[config.mk]
export PLATFORM = sky130hd
export DESIGN_NAME = branch_target_buffer
export DESIGN_NICKNAME = d
export VERILOG_FILES = /design/src/rtl/lc3b_types.sv /design/src/rtl/branch_target_buffer_way.sv /design/src/rtl/branch_target_buffer.sv
export SDC_FILE = /design/constraint.sdc
export NUM_CORES = 1
export LEC_CHECK = 0
export BUFFER_PORTS_ARGS = -buffer_cell sky130_fd_sc_hd__buf_2
export CAP_MARGIN = 10
export CORE_UTILIZATION = 45
export CTS_CLUSTER_DIAMETER = 150
export DETAILED_ROUTE_END_ITERATION = 8
export GPL_TIMING_DRIVEN = 0
export SLEW_MARGIN = 30
export SYNTH_ARGS = -nofsm -noshare
export SYNTH_HDL_FRONTEND = slang
export SYNTH_SLANG_ARGS = --single-unit
[constraint.sdc]
create_clock -name clk -period 6.3 [get_ports clk]
set_input_delay 0 -clock clk [delete_from_list [all_inputs] [get_ports clk]]
set_output_delay 0 -clock clk [all_outputs]
set_load 0.01 [all_outputs]
[src/rtl/lc3b_types.sv]
// Shared LC-3b types plus the BTB entry record and tag-match helper.
// Used by branch_target_buffer (optional BTB_STATS_EN counters live in the top).
package lc3b_types;

    typedef logic [15:0] lc3b_word;

    typedef enum logic [3:0] {
        op_br   = 4'b0000,
        op_add  = 4'b0001,
        op_ldb  = 4'b0010,
        op_stb  = 4'b0011,
        op_jsr  = 4'b0100,
        op_and  = 4'b0101,
        op_ldr  = 4'b0110,
        op_str  = 4'b0111,
        op_rti  = 4'b1000,
        op_not  = 4'b1001,
        op_ldi  = 4'b1010,
        op_sti  = 4'b1011,
        op_jmp  = 4'b1100,
        op_shf  = 4'b1101,
        op_lea  = 4'b1110,
        op_trap = 4'b1111
    } lc3b_opcode;

    // Tag is held at its widest size (index_bits >= 0), zero-extended.
    localparam int unsigned BTB_TAG_W = 15;

    typedef struct packed {
        logic                 valid;
        logic [BTB_TAG_W-1:0] tag;
        lc3b_word             target;
    } btb_entry_t;

    function automatic logic btb_tag_match(input logic valid, input logic [BTB_TAG_W-1:0] stored,
                                           input logic [BTB_TAG_W-1:0] tag);
        return valid && (stored == tag);
    endfunction

endpackage

[src/rtl/branch_target_buffer_way.sv]
// One BTB way: valid/tag/target storage, async lookup read, tag probe for training, sync write.
module btb_way
    import lc3b_types::*;
#(
    parameter int unsigned index_bits = 4
) (
    input  logic                  clk,
    input  logic                  reset,
    input  logic [index_bits-1:0] rd_idx_i,
    output btb_entry_t            rd_entry_o,
    input  logic [index_bits-1:0] probe_idx_i,
    output logic                  probe_valid_o,
    output logic [BTB_TAG_W-1:0]  probe_tag_o,
    input  logic                  we_i,
    input  logic [index_bits-1:0] wr_idx_i,
    input  btb_entry_t            wr_entry_i
);

    localparam int unsigned SETS = 1 << index_bits;

    logic [SETS-1:0]      valid_q;
    logic [BTB_TAG_W-1:0] tag_q    [SETS];
    lc3b_word             target_q [SETS];

    // Valid bits: cleared by reset, set on write.
    always_ff @(posedge clk) begin
        if (reset) begin
            valid_q <= '0;
        end else if (we_i) begin
            valid_q[wr_idx_i] <= wr_entry_i.valid;
        end
    end

    // Tag/target payload needs no reset; reset still blocks the write.
    always_ff @(posedge clk) begin
        if (we_i && !reset) begin
            tag_q[wr_idx_i]    <= wr_entry_i.tag;
            target_q[wr_idx_i] <= wr_entry_i.target;
        end
    end

    // Read ports return pre-write contents (no bypass).
    always_comb begin
        rd_entry_o.valid  = valid_q[rd_idx_i];
        rd_entry_o.tag    = tag_q[rd_idx_i];
        rd_entry_o.target = target_q[rd_idx_i];
        probe_valid_o     = valid_q[probe_idx_i];
        probe_tag_o       = tag_q[probe_idx_i];
    end

endmodule

[src/rtl/branch_target_buffer.sv]
// 2-way set-associative BTB: zero-latency lookup, WB-stage training, per-set LRU.
// Define BTB_STATS_EN to add saturating stat_hits / stat_lookups counters.
module branch_target_buffer
    import lc3b_types::*;
#(
    parameter int unsigned index_bits = 4
) (
    input  logic       clk,
    input  logic       reset,
    input  lc3b_word   PC_if,
    input  logic       lookup_en,
    output logic       hit,
    output lc3b_word   predicted_target,
    input  logic       enable,
    input  lc3b_word   PC_wb,
    input  lc3b_opcode opcode_wb,
    input  logic       taken_wb,
    input  lc3b_word   target_wb
`ifdef BTB_STATS_EN
    ,
    output logic [15:0] stat_hits,
    output logic [15:0] stat_lookups
`endif
);

    localparam int unsigned SETS = 1 << index_bits;

    logic [index_bits-1:0] set_if_s, set_wb_s;
    logic [BTB_TAG_W-1:0]  tag_if_s, tag_wb_s;
    btb_entry_t            rd_entry_s [2];
    logic [1:0]            probe_valid_s;
    logic [BTB_TAG_W-1:0]  probe_tag_s [2];
    logic [1:0]            we_s;
    btb_entry_t            wr_entry_s;
    logic                  m0_s, m1_s, hit_way_s;
    logic                  p0_s, p1_s, victim_s, train_s;
    logic [SETS-1:0]       lru_q, lru_d;

    assign set_if_s = PC_if[index_bits:1];
    assign set_wb_s = PC_wb[index_bits:1];
    assign tag_if_s = BTB_TAG_W'(PC_if >> (index_bits + 1));
    assign tag_wb_s = BTB_TAG_W'(PC_wb >> (index_bits + 1));

    for (genvar w = 0; w < 2; w++) begin : g_way
        btb_way #(.index_bits(index_bits)) u_way (
            .clk          (clk),
            .reset        (reset),
            .rd_idx_i     (set_if_s),
            .rd_entry_o   (rd_entry_s[w]),
            .probe_idx_i  (set_wb_s),
            .probe_valid_o(probe_valid_s[w]),
            .probe_tag_o  (probe_tag_s[w]),
            .we_i         (we_s[w]),
            .wr_idx_i     (set_wb_s),
            .wr_entry_i   (wr_entry_s)
        );
    end

    // Lookup hit detect and target mux; way0 wins a (never expected) double match.
    always_comb begin
        m0_s             = btb_tag_match(rd_entry_s[0].valid, rd_entry_s[0].tag, tag_if_s);
        m1_s             = btb_tag_match(rd_entry_s[1].valid, rd_entry_s[1].tag, tag_if_s);
        hit              = m0_s | m1_s;
        hit_way_s        = !m0_s;
        predicted_target = 16'h0000;
        if (m0_s) begin
            predicted_target = rd_entry_s[0].target;
        end else if (m1_s) begin
            predicted_target = rd_entry_s[1].target;
        end else begin
            predicted_target = 16'h0000;
        end
    end

    // Training qualification and victim choice: tag match, then invalid way, then LRU.
    always_comb begin
        train_s  = enable && (opcode_wb == op_br) && taken_wb && !reset;
        p0_s     = btb_tag_match(probe_valid_s[0], probe_tag_s[0], tag_wb_s);
        p1_s     = btb_tag_match(probe_valid_s[1], probe_tag_s[1], tag_wb_s);
        victim_s = 1'b0;
        if (p0_s) begin
            victim_s = 1'b0;
        end else if (p1_s) begin
            victim_s = 1'b1;
        end else if (!probe_valid_s[0]) begin
            victim_s = 1'b0;
        end else if (!probe_valid_s[1]) begin
            victim_s = 1'b1;
        end else begin
            victim_s = lru_q[set_wb_s];
        end
        we_s[0]           = train_s && !victim_s;
        we_s[1]           = train_s && victim_s;
        wr_entry_s.valid  = 1'b1;
        wr_entry_s.tag    = tag_wb_s;
        wr_entry_s.target = target_wb;
    end

    // LRU next state; the training update is applied last so it wins on a shared set.
    always_comb begin
        lru_d = lru_q;
        if (lookup_en && hit) begin
            lru_d[set_if_s] = !hit_way_s;
        end else begin
            lru_d = lru_q;
        end
        if (train_s) begin
            lru_d[set_wb_s] = !victim_s;
        end else begin
            lru_d[set_wb_s] = lru_d[set_wb_s];
        end
    end

    // LRU register.
    always_ff @(posedge clk) begin
        if (reset) begin
            lru_q <= '0;
        end else begin
            lru_q <= lru_d;
        end
    end

`ifdef BTB_STATS_EN
    logic [15:0] stat_hits_q, stat_hits_d, stat_lookups_q, stat_lookups_d;

    // Saturating counter next state.
    always_comb begin
        stat_hits_d    = stat_hits_q;
        stat_lookups_d = stat_lookups_q;
        if (lookup_en && (stat_lookups_q != 16'hFFFF)) begin
            stat_lookups_d = stat_lookups_q + 16'd1;
        end else begin
            stat_lookups_d = stat_lookups_q;
        end
        if (lookup_en && hit && (stat_hits_q != 16'hFFFF)) begin
            stat_hits_d = stat_hits_q + 16'd1;
        end else begin
            stat_hits_d = stat_hits_q;
        end
    end

    // Counter registers.
    always_ff @(posedge clk) begin
        if (reset) begin
            stat_hits_q    <= 16'h0000;
            stat_lookups_q <= 16'h0000;
        end else begin
            stat_hits_q    <= stat_hits_d;
            stat_lookups_q <= stat_lookups_d;
        end
    end

    assign stat_hits    = stat_hits_q;
    assign stat_lookups = stat_lookups_q;
`endif

endmodule

==> reports/qor.txt <==
status -> finished clean
WS Path Type -> input port to register
CP Max Fanout -> 11
DRC -> 0
grt total ovfl -> 0
DR vias -> 21942
Mean Syn Cell Area -> 19.9 µm²
fin crit period -> 6.23 ns
Slew @ Worst Pin -> 1.22 ns
Hold Crit Depth -> 6
GRT Overall Usage -> 0.272
post-synth top area share -> 0.659
IO Port Bufs -> 63
CP startpoint kind -> input port
Root Driver -> clkbuf_16
power share of the clock group -> 0.430
Filler cells -> 6783
GPL Wtd Cong -> 0.926
VDD IR max -> 0.259 mV
Worst Path Buf+Inv -> 7
pwr/cell area -> 284 nW/µm²
Pleak -> 14.7 nW
Design Power -> 13.1 mW
CTS buffer count -> 96
Total Die Area -> 88600 µm²
setup TNS -> 0 ns
share of cells above drive strength 1 -> 0.326
Reg power frac -> 0.505
Die H -> 298 µm
TritonCTS clock tree -> done
sum of net half-perimeters after detailed placement -> 80600 µm
Post-Layout Cell Count -> 3459
initial DRC count -> 2489
Synth Net Count -> 2032
fin util -> 0.533
RR Startpoint -> g_way[1].u_way.tag_q[2][5]
R2R Path End -> g_way[1].u_way.target_q[6][2]
nature of the critical path endpoint -> register
WP data arrival -> 6.60 ns
number of synthesized register bits -> 912
first-pass GRT wire length -> 168000 µm
drt first pass iters -> 5
Cell Chain, Critical Path -> clkbuf_1 -> clkbuf_1 -> buf_1 -> buf_1 -> mux4_2 -> mux4_2 -> nand4_1 -> nor3_1 -> a21oi_1 -> nand3_1 -> clkbuf_2 -> nor2_4 -> buf_16 -> buf_16
commonest non-fill, non-tap cells in the layout -> edfxtp_1, mux4_2, buf_2
# setup viols final -> 0
Hold/Removal Path Class -> input port to register
# placed instances -> 3248
CP delay by family, top -> buffers and inverters
post-CTS setup buffer count -> 0
cell internal pwr -> 10.2 mW
post-synthesis sequential area ratio -> 0.684
critical path launch point -> PC_wb[2]
Hold Path End -> g_way[0].u_way.valid_q[6]
Worst Path Required -> 6.67 ns
Netlist cell types -> 66
Clock Skews -> 0.0405 ns
Post-Layout Inst Area -> 46300 µm²
Worst-path clk slew -> 0.06 ns
synth warn -> 0
Mapped Cells -> 1975
nets -> 2283
CP max-delay cell -> buf_1
Clock Sinks -> 912
Area after DPL -> 42800 µm²
leading area contributor after synthesis -> edfxtp_1
vias in the first global route -> 22528
Switching Share -> 0.223
Layout area overhead -> 17.6%
RSZ-0062 raised after global routing -> false
Netlist Area Pre-Place -> 39300 µm²
Critical Path Max Stage Delay -> 0.73 ns
final WL -> 118000 µm
Worst Hold Launch -> enable
Initial Util -> 0.454
Max-Cap Viols -> 0
switching power -> 2.93 mW
number of cell rows -> 108
Final Max Tran Viols -> 0
most common cell after layout, fill and taps aside -> edfxtp_1
Detail Route Antenna Nets -> 0
Ant. Diodes -> 0
largest net degree at the start of global routing -> 35
antenna violations before repair -> 1
Slew HR -> 0.187
Async SR Flop Fraction -> 0
Die Width -> 298 µm
Comb pwr share -> 0.066
CTS Buffer Depth -> 3
Tcrit/Tclk final -> 0.989
final hold vios -> 0
CTS H-Tree Depth -> 3
total core area -> 86800 µm²
Max Freq -> 161 MHz
Most used DFF post-synth -> edfxtp_1
clk_lat worst skew -> 0.67 ns
drt wl/cell -> 34.2 µm
IO Pins -> 74
Reg2Reg Depth -> 11
synth top area cells -> edfxtp_1, mux4_2, dfxtp_1
vias per cell -> 6.34
Worst R2R Setup Slack -> 0.81 ns
Post-synth EDFFs -> 864
[layer usage]
layer | routed length (µm) | GRT usage | vias to the layer above
met3 | 9560 | 0.0491 | 255
met4 | 5300 | 0.109 | 0
met1 | 47300 | 0.374 | 11752
met2 | 56300 | 0.431 | 1139
met5 | 0 | 0 | -
li1 | - | - | 8796
[through the flow]
step,worst slack [ns],hold slack (ns)
2_1_floorplan,1.58,0.0989
3_3_place_gp,-2.86,0.340
3_5_place_dp,-0.507,0.348
4_1_cts,0.160,0.0474
5_1_grt,0.0653,0.128
6_report,0.0711,0.0922
[how the worst max path moves through the flow]
stage	slack, ns	end	depth (start not counted)
floorplan	1.58	g_way[1].u_way.tag_q[14][0]	11
global placement	-2.86	g_way[0].u_way.target_q[15][15]	12
detailed placement	-0.51	g_way[1].u_way.target_q[6][2]	14
CTS	0.16	g_way[1].u_way.target_q[6][0]	14
global route	0.07	g_way[1].u_way.target_q[6][1]	14
finish	0.07	g_way[1].u_way.target_q[6][2]	14
[tightest hold or removal path, cell delays in order]
cell	delay, ns
buf_2	0.09
nor4bb_1	0.14
nand2_1	0.12
nor2_1	0.14
nand2_1	0.13
a21oi_1	0.07
[repair_timing]
item                      in CTS  in global routing
gates resized for setup        0                  0
hold endpoints to repair     874                  0
hold buffers                  35                  0
[layout make-up]
cell class | instances | area (µm²) | share of cell area
tap | 1155 | 1450 | 0.0312
clock inverter | 62 | 628 | 0.0136
clock buffer | 114 | 2510 | 0.0543
buffer | 120 | 616 | 0.0133
inverter | 27 | 116 | 0.00252
timing repair buffer | 153 | 2080 | 0.0451
multi-input combinational | 916 | 12000 | 0.258
sequential | 912 | 26900 | 0.582
[kinds of logic (layout without fill, tap and decap cells)]
family                 Yosys count  count (layout)  synth area share
AO/OA/AOI/OAI                  167             167            0.0306
XOR/XNOR                        50              50            0.0111
buffers and inverters          147             476            0.0175
flip-flops                     912             912             0.684
multiplexers                   435             435             0.225
AND/OR/NAND/NOR                264             264            0.0316
[synth_stat cells, types with 3 or more instances]
cell type / count
a21o_1: 3
a21oi_1: 39
a221oi_1: 3
a221oi_2: 4
a22o_1: 4
a22oi_1: 20
and2_1: 5
and3_1: 3
buf_1: 27
buf_2: 22
buf_4: 7
buf_6: 11
clkbuf_1: 53
dfxtp_1: 48
edfxtp_1: 864
inv_1: 24
mux2_2: 8
mux2i_1: 67
mux4_2: 360
nand2_1: 69
nand2b_1: 23
nand3_1: 24
nand4_1: 10
nor2_1: 95
nor2b_1: 11
nor3_1: 8
o21ai_0: 28
o21ai_1: 11
o21ba_2: 4
o22ai_1: 5
o22ai_2: 10
o2bb2ai_1: 3
o31ai_1: 10
or3_1: 6
xnor2_1: 35
xor2_1: 15
[flip-flops by register name, summed over array words and instances, names as in the netlist]
| name | flops |
|---|---|
| g_way.u_way.target_q | 512 |
| g_way.u_way.valid_q | 32 |
| lru_q | 16 |
| g_way.u_way.tag_q | 352 |
[power groups by stage]
stage	logic (mW)	clock network (mW)	registers, mW
final	0.861	5.65	6.63
after global routing	0.902	5.94	6.63
after CTS	0.863	5.72	6.63
after detailed placement	0.844	0	6.76
after global placement	0.829	0	6.76
after floorplan	0.496	0	6.76
Note: power is estimated with default switching activity, not from simulation.
